<file path="config.mk">
export PLATFORM = sky130hd
export DESIGN_NAME = branch_predictor_flat
export DESIGN_NICKNAME = d
export VERILOG_FILES = /design/src/rtl/branch_predictor_if.sv /design/src/rtl/branch_predictor.sv /design/src/flat_wrapper.sv
export SDC_FILE = /design/constraint.sdc
export NUM_CORES = 1
export LEC_CHECK = 0
export BUFFER_PORTS_ARGS = -buffer_cell sky130_fd_sc_hd__buf_2
export CAP_MARGIN = 20
export CORE_ASPECT_RATIO = 0.5
export CORE_UTILIZATION = 55
export CTS_BUF_LIST = sky130_fd_sc_hd__clkbuf_16
export DETAILED_ROUTE_END_ITERATION = 10
export GPL_ROUTABILITY_DRIVEN = 1
export PLACE_DENSITY = 0.76
export SLEW_MARGIN = 10
export SYNTH_ARGS = -nofsm -noshare
export SYNTH_HDL_FRONTEND = slang
export SYNTH_SLANG_ARGS = --single-unit
</file>
<file path="constraint.sdc">
create_clock -name clk -period 3.4 [get_ports clk]
set_clock_uncertainty 0.2 [all_clocks]
set_input_delay 0.34 -clock clk [delete_from_list [all_inputs] [get_ports clk]]
set_output_delay 0.34 -clock clk [all_outputs]
set_load 0.01 [all_outputs]
</file>
<file path="src/rtl/branch_predictor_if.sv">
// Fetch-lookup and resolve-update bundle between the core and the branch predictor.
// The core drives the PCs and outcomes; the predictor returns the prediction and statistics.
interface branch_predictor_if;
    logic        [31:0] if_pc;
    logic               predict_taken;
    logic        [31:0] predict_PC;
    logic        [31:0] upd_pc;
    logic        [1:0]  upd_state;
    logic               upd_pred_taken;
    logic        [31:0] upd_target;
    logic               upd_wrong;
    logic        [31:0] stat_branches;
    logic        [31:0] stat_mispredicts;

    modport master (
        output if_pc, upd_pc, upd_state, upd_pred_taken, upd_target, upd_wrong,
        input  predict_taken, predict_PC, stat_branches, stat_mispredicts
    );

    modport slave (
        input  if_pc, upd_pc, upd_state, upd_pred_taken, upd_target, upd_wrong,
        output predict_taken, predict_PC, stat_branches, stat_mispredicts
    );
endinterface

</file>
<file path="src/rtl/branch_predictor.sv">
// Direct-mapped 2-bit saturating-counter predictor with a branch-target buffer.
// Lookup is purely combinational; updates land on the edge that samples the outcome.
module branch_predictor #(
    parameter int IDX_W = 4,
    parameter int TAG_W = 8
) (
    input  logic            clk,
    input  logic            rstn,
    branch_predictor_if.slave bp
);
    localparam int DEPTH = 1 << IDX_W;
    localparam int TAG_LO = IDX_W + 2;
    localparam int TAG_HI = IDX_W + TAG_W + 1;

    localparam logic [1:0] ST_NONE = 2'b00;
    localparam logic [1:0] ST_OK   = 2'b01;
    localparam logic [1:0] ST_TNT  = 2'b10;
    localparam logic [1:0] ST_NTT  = 2'b11;

    logic             valid_q  [DEPTH];
    logic             valid_d  [DEPTH];
    logic [TAG_W-1:0] tag_q    [DEPTH];
    logic [TAG_W-1:0] tag_d    [DEPTH];
    logic [1:0]       cnt_q    [DEPTH];
    logic [1:0]       cnt_d    [DEPTH];
    logic [31:0]      target_q [DEPTH];
    logic [31:0]      target_d [DEPTH];

    logic [31:0] stat_branches_q, stat_branches_d;
    logic [31:0] stat_mispredicts_q, stat_mispredicts_d;

    logic [IDX_W-1:0] lk_idx, upd_idx;
    logic [TAG_W-1:0] lk_tag, upd_tag;
    logic             lk_hit, upd_hit, act_taken;
    logic [1:0]       cnt_cur;

    assign lk_idx  = bp.if_pc[TAG_LO-1:2];
    assign lk_tag  = bp.if_pc[TAG_HI:TAG_LO];
    assign upd_idx = bp.upd_pc[TAG_LO-1:2];
    assign upd_tag = bp.upd_pc[TAG_HI:TAG_LO];

    // Lookup reads only the registered table, so a same-cycle update is not bypassed.
    assign lk_hit            = valid_q[lk_idx] && (tag_q[lk_idx] == lk_tag);
    assign bp.predict_taken  = lk_hit && cnt_q[lk_idx][1];
    assign bp.predict_PC     = bp.predict_taken ? target_q[lk_idx] : bp.if_pc + 32'd4;
    assign bp.stat_branches    = stat_branches_q;
    assign bp.stat_mispredicts = stat_mispredicts_q;

    assign upd_hit   = valid_q[upd_idx] && (tag_q[upd_idx] == upd_tag);
    assign act_taken = (bp.upd_state == ST_NTT) ||
                       ((bp.upd_state == ST_OK) && bp.upd_pred_taken);
    assign cnt_cur   = cnt_q[upd_idx];

    always_comb begin
        // NOTE: every _d starts from its _q so no path leaves a variable unassigned (no latches).
        valid_d            = valid_q;
        tag_d              = tag_q;
        cnt_d              = cnt_q;
        target_d           = target_q;
        stat_branches_d    = stat_branches_q;
        stat_mispredicts_d = stat_mispredicts_q;

        if (bp.upd_state != ST_NONE) begin
            stat_branches_d = stat_branches_q + 32'd1;
            if (bp.upd_wrong) begin
                stat_mispredicts_d = stat_mispredicts_q + 32'd1;
            end

            if (upd_hit) begin
                // 01 steps toward the carried prediction, 10 decays, 11 strengthens;
                // in every case that is the direction actually taken.
                unique case (bp.upd_state)
                    ST_TNT:  cnt_d[upd_idx] = (cnt_cur == 2'b00) ? cnt_cur : cnt_cur - 2'd1;
                    ST_NTT:  cnt_d[upd_idx] = (cnt_cur == 2'b11) ? cnt_cur : cnt_cur + 2'd1;
                    default: begin
                        if (bp.upd_pred_taken) begin
                            cnt_d[upd_idx] = (cnt_cur == 2'b11) ? cnt_cur : cnt_cur + 2'd1;
                        end else begin
                            cnt_d[upd_idx] = (cnt_cur == 2'b00) ? cnt_cur : cnt_cur - 2'd1;
                        end
                    end
                endcase
                if (act_taken) begin
                    target_d[upd_idx] = bp.upd_target;
                end
            end else if (act_taken) begin
                valid_d[upd_idx]  = 1'b1;
                tag_d[upd_idx]    = upd_tag;
                target_d[upd_idx] = bp.upd_target;
                cnt_d[upd_idx]    = 2'b10;
            end
        end
    end

    // NOTE: the table is reset explicitly (valid, tag, cnt, target) because the
    // architectural reset state is defined for every entry, not just the valid bits.
    always_ff @(posedge clk or negedge rstn) begin
        if (!rstn) begin
            for (int i = 0; i < DEPTH; i++) begin
                valid_q[i]  <= 1'b0;
                tag_q[i]    <= '0;
                cnt_q[i]    <= 2'b01;
                target_q[i] <= '0;
            end
            stat_branches_q    <= '0;
            stat_mispredicts_q <= '0;
        end else begin
            // NOTE: non-blocking assignments so every flop samples pre-edge values.
            valid_q            <= valid_d;
            tag_q              <= tag_d;
            cnt_q              <= cnt_d;
            target_q           <= target_d;
            stat_branches_q    <= stat_branches_d;
            stat_mispredicts_q <= stat_mispredicts_d;
        end
    end

    logic unused_upd_pc_bits;
    assign unused_upd_pc_bits = &{1'b0, bp.upd_pc[31:TAG_HI+1], bp.upd_pc[1:0]};
endmodule

</file>
<file path="src/flat_wrapper.sv">
// flat-port wrapper written by rule: the top's interface ports become plain ports
module branch_predictor_flat 
#(
    parameter int IDX_W = 4,
    parameter int TAG_W = 8
)
  (clk, rstn, bp_if_pc, bp_upd_pc, bp_upd_state, bp_upd_pred_taken, bp_upd_target, bp_upd_wrong, bp_predict_taken, bp_predict_PC, bp_stat_branches, bp_stat_mispredicts);
  branch_predictor_if bp_i ();
  input  logic clk;
  input  logic rstn;
  input wire logic [$bits(bp_i.if_pc)-1:0] bp_if_pc;
  input wire logic [$bits(bp_i.upd_pc)-1:0] bp_upd_pc;
  input wire logic [$bits(bp_i.upd_state)-1:0] bp_upd_state;
  input wire logic [$bits(bp_i.upd_pred_taken)-1:0] bp_upd_pred_taken;
  input wire logic [$bits(bp_i.upd_target)-1:0] bp_upd_target;
  input wire logic [$bits(bp_i.upd_wrong)-1:0] bp_upd_wrong;
  output wire logic [$bits(bp_i.predict_taken)-1:0] bp_predict_taken;
  output wire logic [$bits(bp_i.predict_PC)-1:0] bp_predict_PC;
  output wire logic [$bits(bp_i.stat_branches)-1:0] bp_stat_branches;
  output wire logic [$bits(bp_i.stat_mispredicts)-1:0] bp_stat_mispredicts;
  assign bp_i.if_pc = bp_if_pc;
  assign bp_i.upd_pc = bp_upd_pc;
  assign bp_i.upd_state = bp_upd_state;
  assign bp_i.upd_pred_taken = bp_upd_pred_taken;
  assign bp_i.upd_target = bp_upd_target;
  assign bp_i.upd_wrong = bp_upd_wrong;
  assign bp_predict_taken = bp_i.predict_taken;
  assign bp_predict_PC = bp_i.predict_PC;
  assign bp_stat_branches = bp_i.stat_branches;
  assign bp_stat_mispredicts = bp_i.stat_mispredicts;
  branch_predictor #(.IDX_W(IDX_W), .TAG_W(TAG_W)) u_core (.clk(clk), .rstn(rstn), .bp(bp_i));
endmodule
</file>
==> results of run 1 <==
## cell usage in the layout, fill, tap and decap left out, drive strengths merged, types with 2 or more instances in the layout
cell,count
dfrtp,736
mux2,686
buf,426
mux4,231
nand2,81
xnor2,75
clkbuf,74
nor2,68
nand3,42
dlygate4sd3,38
xor2,35
a21oi,35
mux2i,30
inv,30
clkinv,22
and3,21
nand2b,21
nor4,18
nand4,17
dfstp,16
nor2b,10
and4,9
and2,6
a22oi,6
o21ai,5
or2,5
a31oi,4
o22ai,4
a211oi,4
a221oi,3
ha,3
bufinv,3
nor3,3
a21boi,2
## per-stage QoR
step / instances / total power, mW / setup TNS [ns] / hold slack (ns) / setup WS, ns
finish: 3649 / 25.2 / -95.40 / 0.0616 / -0.897
global route: 3649 / 26.2 / -99.59 / 0.0587 / -0.916
CTS: 3636 / 25.0 / -53.11 / 0.0332 / -0.698
detailed placement: 3434 / 17.3 / -60.34 / 0.137 / -0.423
global placement: 3434 / 17.0 / -54.96 / 0.135 / -0.399
floorplan: 2367 / 15.5 / -0.107 / -0.156 / -0.0174
## final cells by class
class                           count  share of cell area
Clock buffer                       71              0.0400
Clock inverter                     50             0.00688
Inverter                            5            0.000423
Multi-Input combinational cell   1433               0.402
Sequential cell                   752               0.424
Tap cell                          871              0.0246
Timing Repair Buffer              467               0.102
## critical path: stages, from the launching register on
cell       delay (ns)
dfrtp_1          0.46
mux4_2           0.53
nor2b_4          0.15
a211oi_2         0.20
a21oi_2          0.09
xnor2_2          0.23
nand4_1          0.13
or4b_4           0.68
clkbuf_16        0.24
mux2_2           0.29
buf_6            0.12
## how the worst max path moves through the flow
stage / slack [ns] / endpoint / cells after the start / from
after global routing: -0.92 / bp_predict_PC[11] / 11 / u_core.tag_q[127]$_DFFE_PN0P_
after detailed placement: -0.42 / bp_predict_PC[23] / 10 / bp_if_pc[2]
after global placement: -0.40 / bp_predict_PC[26] / 10 / bp_if_pc[2]
after floorplan: -0.02 / bp_predict_PC[10] / 11 / bp_if_pc[2]
final: -0.90 / bp_predict_PC[22] / 10 / u_core.tag_q[127]$_DFFE_PN0P_
after CTS: -0.70 / bp_predict_PC[23] / 9 / u_core.tag_q[0]$_DFFE_PN0P_
## cell families (layout without fill, tap and decap cells)
| family | count (synthesis) | in the layout | synth area share |
|---|---|---|---|
| mux | 947 | 947 | 0.368 |
| xor+xnor | 110 | 110 | 0.0268 |
| compound gates | 68 | 69 | 0.0118 |
| fa+ha+maj | 3 | 3 | 0.00104 |
| flops | 752 | 752 | 0.524 |
| simple gates | 304 | 304 | 0.0476 |
| buf+inv | 183 | 593 | 0.0212 |
## registers in the layout (all words and copies together) (netlist names)
register	cells
u_core.target_q	512
u_core.tag_q	128
u_core.bp.stat_branches	32
u_core.bp.stat_mispredicts	32
u_core.cnt_q	32
u_core.valid_q	16
## routing by layer
layer	part of all wire	vias to the layer above	wire length, µm
met1	0.40	12400	40800
met3	0.065	289	6520
li1	-	9509	-
met4	0.046	0	4600
met5	0	-	0
met2	0.48	947	48900
## power groups by stage
stage	clock network (mW)	logic [mW]	registers (mW)
3_3_place_gp	0	4.89	12.1
5_1_grt	7.88	5.96	12.4
4_1_cts	7.49	5.44	12.1
6_report	7.42	5.62	12.2
3_5_place_dp	0	5.06	12.2
2_1_floorplan	0	3.67	11.8
## repair_timing
item	in CTS	in global routing
hold buffers	38	0
pin swaps	3	8
gates cloned	21	6
resized for setup	225	104
endpoints found under the setup margin	152	206
hold endpoints to repair	696	0
setup buffers	22	16
==> metrics, run 1 <==
status=finished with violations; failing checks=negative setup slack; Fill cells=3,966; Synth Instances=2,367; Initial DRC Count=2,056; final setup fails=209; #FFs+latches synth=752; Vias=23,100; Worst Max-Slew Pin Slew=0.825 ns; maxcap violations=0; RR Startpoint=u_core.tag_q[44]$_DFFE_PN0P_; R2R Path End=u_core.cnt_q[7]$_DFFE_PN0P_; syn_area_per_cell=15.2 µm²; Die Wd=364 µm; Syn-to-layout area delta=23.4%; GRT met1 Usage=0.414; CP endpoint kind=output port; initial antenna violation count=0; arrival time worst endpoint=3.76 ns; Int Power=18.4 mW; register area=0.0188 mm²; DR pass1 iterations=7; IO Port Bufs=178; diodes inserted=0; worst-path fanout max=6; Final min period=4.30 ns; gp weighted congestion=0.871; core area=0.0638 mm²; fin util=0.695; met3 Use GR=0.0557; Mapped Nets=2,472; Switch Pwr=6.79 mW; PD cells=568 mW/mm²; Crit path required time=2.86 ns; post-route cell area=0.0444 mm²; area leader, netlist=dfrtp_1; YS warnings=0; clk root buf=clkbuf_16; sequential power share=0.483; flop2flop setup slack=-0.56 ns; ANT nets after route=0; Clk network pwr share=0.294; combinational share of power=0.223; Worst Hold Launch=bp_upd_pc[12]; clock sinks=752; Inserted Clock Buffers=68; Reg2Reg Depth=11; Switching Share=0.269; crit start category=flop; GRT Residual Overflow=0; final worst setup slack=-0.897 ns; ys flop type=dfrtp_1; WHS Path Cells=2; RSZ-0062 raised after global routing=yes; clock buffer depth=3; leakage power=19.7 nW; Worst VDD drop=315 µV; met2 Usage GRT=0.486; post-synth cell types=48; H-tree Lvls=3; Min-Delay Path Class=in -> reg; ratio of cells with drive above 1 in the final layout=0.564; routed vias/inst=6.33; Multi-input gate area=0.0178 mm²; Std-Cell Rows=65; vias in the first global route=24,200; die height=183 µm; Final period util=1.26; final hold vios=0; Tot GR Track Use=0.303; Final #Nets=2,832; largest net degree at the start of global routing=101; final wirelength=101,000 µm; # DRC=0; placed cell area=0.0398 mm²; Ports=199; top-count cell post-synth=dfrtp_1; TritonCTS clock tree=built; Hold Crit Endpoint=u_core.tag_q[110]$_DFFE_PN0P_; crit path kind=reg -> out; DP HPWL=56,300 µm; initial core utilization=0.563; wire length per cell=27.6 µm; post-synth design cell area=0.0360 mm²; Slew Limit Fails=0; gr busiest metal=met2; commonest cells in the netlist=736 x dfrtp_1, 673 x mux2_2, 231 x mux4_2, 130 x clkbuf_1, 75 x xnor2_1; global-route wire length before repair=151,000 µm; register area share after synthesis=0.524; Fmax=233 MHz; share of the synthesized area in the top cell type=0.512; worst slew margin relative to its limit=0.449; number of flops mapped to enable cells by yosys=0; Reg clk slew, reported paths=0.07 ns; Skew-Pair Late Insertion Delay=0.61 ns; die area=0.0665 mm²; Synth area leaders=dfrtp_1 51%, mux2_2 21%, mux4_2 14%, xnor2_1 1.8%, clkbuf_1 1.4%; Async S/R FF share, synth=1.00
Note: power is estimated with default switching activity, not from simulation.
==> inputs of run 2 (changes only) <==
--- a/config.mk
+++ b/config.mk
@@ -11,8 +11,9 @@
 export CORE_UTILIZATION = 55
 export CTS_BUF_LIST = sky130_fd_sc_hd__clkbuf_16
 export DETAILED_ROUTE_END_ITERATION = 10
-export GPL_ROUTABILITY_DRIVEN = 1
-export PLACE_DENSITY = 0.76
+export GPL_ROUTABILITY_DRIVEN = 0
+export PLACE_DENSITY = 0.73
+export RECOVER_POWER = 50
 export SLEW_MARGIN = 10
 export SYNTH_ARGS = -nofsm -noshare
 export SYNTH_HDL_FRONTEND = slang
==> constraint.sdc (replaced) <==
create_clock -name clk -period 4.1 [get_ports clk]
set_clock_uncertainty 0.2 [all_clocks]
set_input_delay 0.41 -clock clk [delete_from_list [all_inputs] [get_ports clk]]
set_output_delay 0.41 -clock clk [all_outputs]
set_load 0.01 [all_outputs]
==> metrics, run 2 (synthesized netlist as in run 1, its figures left out) <==
status=finished with violations; failing checks=max-capacitance violations, max-slew violations, negative setup slack; register area=0.0188 mm² (about the same); most common cell after layout, fill and taps aside=dfrtp_1; # DRC=0 (unchanged); worst-path fanout max=8 (+2); final hold vios=0 (unchanged); die area=0.0665 mm² (unchanged); initial antenna violation count=2 (+2); initial core utilization=0.563 (unchanged); Regs by FF count=u_core.target_q: 512 flops, u_core.tag_q: 128 flops; Vias=21,500 (-7.1%); clock sinks=752 (unchanged); Slew Limit Fails=91 (+91); final worst setup slack=-0.107 ns (+0.790 ns); TritonCTS clock tree=built; vias in the first global route=22,200 (-8.1%); maxcap violations=1 (+1); clk root buf=clkbuf_16; ANT nets after route=0 (unchanged); global-route wire length before repair=136,000 µm (-9.9%); max reg flops=512 (unchanged); Most flops, register=u_core.target_q; RSZ-0062 raised after global routing=yes; Fmax=238 MHz; Ports=199 (unchanged); Final period util=1.03; Post-Layout Cell Count=3,474 (-4.8%); Inserted Clock Buffers=69 (+1.5%); Die Wd=364 µm (unchanged); core area=0.0638 mm² (unchanged); final setup fails=31 (-85%); Final min period=4.21 ns; crit start category=flop; Syn-to-layout area delta=13.1%; arrival time worst endpoint=3.60 ns (-0.16 ns); WL met2=41,800 µm (-15%); Multi-input gate area=0.0167 mm² (-6.5%); CP endpoint kind=output port; GRT Residual Overflow=0 (unchanged); most frequent cells in the layout=736 x dfrtp_1, 673 x mux2_2, 231 x mux4_2; Reg2Reg Depth=8 (-3); Tot GR Track Use=0.272 (-0.0305); DP HPWL=52,700 µm (-6.4%); Fill cells=4,649 (+17%); clock buffer depth=3 (unchanged); PD cells=493 mW/mm² (-13%); die height=183 µm (unchanged); Std-Cell Rows=65 (unchanged); Overall Power=20.1 mW (-20%); wire length per cell=25.0 µm (-9.6%); routed vias/inst=6.18 (-2.5%); Skew-Pair Late Insertion Delay=0.62 ns (about the same); met3 wire len=4400 µm (-33%); Reg clk slew, reported paths=0.07 ns (about the same); leakage power=17.3 nW (-12%); ratio of cells with drive above 1 in the final layout=0.507 (-0.0571); largest net degree at the start of global routing=131 (+30%); DR pass1 iterations=5 (-2); Worst VDD drop=306 µV (-3.1%); Crit path required time=3.49 ns (+0.63 ns); crit path kind=reg -> out; Worst Max-Slew Pin Slew=2.47 ns (+1.65 ns); Min-Delay Path Class=in -> reg; final wirelength=86,800 µm (-14%); # placed instances=3,334 (-2.9%); H-tree Lvls=3 (unchanged); Final #Nets=2,653 (-6.3%); Initial DRC Count=1,802 (-12%); M1 WL=39,000 µm (-4.5%); uppermost layer routed=met5; IO Port Bufs=178 (unchanged); WHS Path Cells=2 (unchanged); worst slew margin relative to its limit=-0.647 (-1.10)
==> run 2: path summary, 6_finish.rpt <==
| check | start | end | slack (ns) |
|---|---|---|---|
| setup reg to reg | u_core.tag_q[20]$_DFFE_PN0P_ | u_core.tag_q[42]$_DFFE_PN0P_ | 0.47 |
| setup / recovery | u_core.tag_q[96]$_DFFE_PN0P_ | bp_predict_PC[17] | -0.11 |
| min in group asynchronous | rstn | u_core.target_q[82]$_DFFE_PN0P_ | 0.83 |
| hold / removal | bp_upd_target[2] | u_core.target_q[418]$_DFFE_PN0P_ | 0.04 |
| max in group asynchronous | rstn | u_core.tag_q[83]$_DFFE_PN0P_ | 0.39 |
| hold reg to reg | u_core.bp.stat_branches[31]$_DFFE_PN0N_ | u_core.bp.stat_branches[31]$_DFFE_PN0N_ | 0.27 |
==> run 2: where the power goes <==
part	switching [mW]	total [mW]	internal, mW
combinational	1.53	3.99	2.46
clock	2.83	6.07	3.24
sequential	0.960	10.0	9.06
==> run 2: critical path: stages (launching register included) <==
cell     delay, ns
dfrtp_1       0.39
mux4_2        0.49
mux4_2        0.57
xnor2_2       0.22
nand4_1       0.13
or4b_4        0.55
buf_12        0.19
buf_8         0.16
nor2_1        0.10
a21oi_1       0.05
buf_2         0.14
==> run 2: cell type report <==
class                           instances  area share
Sequential cell                       752       0.463
Multi-Input combinational cell       1432       0.410
Timing Repair Buffer                  288      0.0490
Clock buffer                           70      0.0431
Tap cell                              871      0.0268
Clock inverter                         55     0.00766
Inverter                                5    0.000461
Antenna cell                            1   0.0000615
==> run 2: per-stage QoR <==
stage | cell area (µm²) | hold WS [ns] | util | setup TNS [ns] | setup WS [ns]
4_1_cts | 40800 | 0.000376 | 0.638 | -3.36 | -0.123
5_1_grt | 40700 | 0.0416 | 0.637 | -17.02 | -0.182
3_5_place_dp | 38400 | 0.252 | 0.602 | 0 | 0.0541
2_1_floorplan | 36000 | -0.0856 | - | 0 | 0.237
6_report | 40700 | 0.0361 | 0.637 | -2.67 | -0.107
3_3_place_gp | 38400 | 0.251 | 0.602 | 0 | 0.0471
==> run 2: repair_timing <==
item	CTS	global route
hold buffers	2	0
cloned	1	0
pin swaps	8	6
endpoints found under the setup margin	32	32
buffers inserted	4	7
endpoints found under the hold margin	78	0
gates resized for setup	44	21
==> run 2: metal layers <==
metal  track usage  up-vias
met2         0.426      523
met1         0.400    11700
met3        0.0477      121
met4        0.0677        2
met5             0        -
li1              -     9166
==> inputs of run 3 (changes only) <==
--- a/config.mk
+++ b/config.mk
@@ -14,6 +14,7 @@
 export GPL_ROUTABILITY_DRIVEN = 0
 export PLACE_DENSITY = 0.73
 export RECOVER_POWER = 50
+export SKIP_CTS_REPAIR_TIMING = 1
 export SLEW_MARGIN = 10
 export SYNTH_ARGS = -nofsm -noshare
 export SYNTH_HDL_FRONTEND = slang
==> metrics, run 3 (synthesized netlist as in run 1, its figures left out) <==
status=finished with violations; failing checks=max-capacitance violations, max-slew violations, negative setup slack; Worst Max-Slew Pin Slew=2.41 ns (-0.0647 ns); core area=0.0638 mm² (unchanged); vias in the first global route=22,100 (-0.50%); wire length per cell=25.1 µm (+0.47%); fin util=0.635 (-0.00243); Final period util=1.06 (+0.0346); most common cell after layout, fill and taps aside=dfrtp_1; DR pass1 iterations=6 (+1); DP HPWL=52,700 µm (unchanged); critical path's most frequent cell=mux4_2; Inserted Clock Buffers=69 (unchanged); Crit path required time=3.49 ns (about the same); Skew-Pair Late Insertion Delay=0.63 ns (about the same); Place WS=0.0541 ns (unchanged); clock buffer depth=3 (unchanged); final worst setup slack=-0.249 ns (-0.142 ns); Ports=199 (unchanged); maxcap violations=1 (unchanged); routed vias/inst=6.18 (about the same); Worst VDD drop=304 µV (-0.60%); Die Wd=364 µm (unchanged); die area=0.0665 mm² (unchanged); crit path cell chain=mux4_2 -> mux4_2 -> xnor2_2 -> nand4_1 -> buf_4 -> or4b_4 -> mux2_1 -> buf_2; critical path's largest stage delay=0.61 ns (+0.04 ns); Final #Nets=2,653 (unchanged); clk root buf=clkbuf_16; final setup fails=32 (+3.2%); leakage power=17.3 nW (-0.28%); CP endpoint kind=output port; Regs by FF count=u_core.target_q: 512 flops, u_core.tag_q: 128 flops; ANT nets after route=0 (unchanged); largest net degree at the start of global routing=131 (unchanged); TritonCTS clock tree=built; crit path kind=reg -> out; Tot GR Track Use=0.270 (-0.00212); GRT Residual Overflow=0 (unchanged); Final min period=4.35 ns (+0.142 ns); clock sinks=752 (unchanged); Reg clk slew, reported paths=0.07 ns (about the same); global-route wire length before repair=136,000 µm (-0.71%); Fmax=230 MHz (-3.3%); Min-Delay Path Class=in -> reg; H-tree Lvls=3 (unchanged); setup TNS=-5.41 ns (-2.75 ns); Syn-to-layout area delta=12.7%; Slowest-stage cell, CP=or4b_4; Vias=21,500 (+0.19%); placed cell area=0.0384 mm² (unchanged); initial core utilization=0.563 (unchanged); die height=183 µm (unchanged); worst slew margin relative to its limit=-0.603 (+0.0431); IO Port Bufs=178 (unchanged); max reg flops=512 (unchanged); # DRC=0 (unchanged); final wirelength=87,300 µm (+0.56%); post-route cell area=0.0405 mm² (-0.38%); most frequent cells in the layout=736 x dfrtp_1, 673 x mux2_2, 231 x mux4_2; Most flops, register=u_core.target_q; Std-Cell Rows=65 (unchanged); initial antenna violation count=4 (+2); worst-path fanout max=8 (unchanged); arrival time worst endpoint=3.74 ns (+0.14 ns); ratio of cells with drive above 1 in the final layout=0.499 (-0.00807); Slew Limit Fails=92 (+1.1%); final hold vios=0 (unchanged); Top delay family on crit path=multiplexers; crit start category=flop; PD cells=496 mW/mm² (+0.56%); Initial DRC Count=1,801 (-0.055%); Overall Power=20.1 mW (+0.18%); buffers and inverters on the worst path=2 (-1); RSZ-0062 raised after global routing=yes
run 3: path summary, 6_finish.rpt:
check	from	to	slack (ns)	depth (start not counted)
max in group asynchronous	rstn	u_core.tag_q[83]$_DFFE_PN0P_	0.42	3
worst max register to register	u_core.tag_q[20]$_DFFE_PN0P_	u_core.tag_q[42]$_DFFE_PN0P_	0.48	8
min in group asynchronous	rstn	u_core.target_q[82]$_DFFE_PN0P_	0.80	2
worst min register to register	u_core.bp.stat_branches[31]$_DFFE_PN0N_	u_core.bp.stat_branches[31]$_DFFE_PN0N_	0.27	1
worst max-delay path	u_core.tag_q[96]$_DFFE_PN0P_	bp_predict_PC[24]	-0.25	8
worst min-delay path	bp_upd_target[18]	u_core.target_q[242]$_DFFE_PN0P_	0.04	2
run 3: worst reg2reg max path: cells and delay by family, from the launching register on:
family / cells / cell delay [ns]
AO/OA/AOI/OAI: 2 / 0.71
XOR/XNOR: 1 / 0.17
flip-flops: 1 / 0.40
AND/OR/NAND/NOR: 1 / 0.39
buffers and inverters: 1 / 0.26
multiplexers: 3 / 1.37
run 3: routing by layer:
layer	track usage	vias to the layer above	routed length [µm]
li1	-	9176	-
met1	0.397	11600	38500
met2	0.422	596	41600
met3	0.0480	142	5280
met4	0.0665	2	1900
met5	0	-	13
run 3: power breakdown:
part | switching (mW) | internal, mW | leakage (nW) | total, mW
registers | 0.961 | 9.05 | 9.33 | 10.0
logic | 1.54 | 2.47 | 6.88 | 4.01
clock network | 2.84 | 3.24 | 1.09 | 6.08
total | 5.35 | 14.8 | 17.3 | 20.1
run 3: metrics by stage:
step	hold WS [ns]	std cells
final	0.0360	3477
after floorplan	-0.0856	2367
after global routing	0.0416	3473
after detailed placement	0.252	3334
after CTS	-0.356	3459
after global placement	0.251	3334
run 3: area by class of cell:
type                       count  area [µm²]
sequential                   752       18800
timing repair buffer         287        1910
clock buffer                  70        1750
tap                          871        1090
multi-input combinational   1433       16600
antenna                        4        10.0
inverter                       5        18.8
fill                        4673       23300
clock inverter                55         312
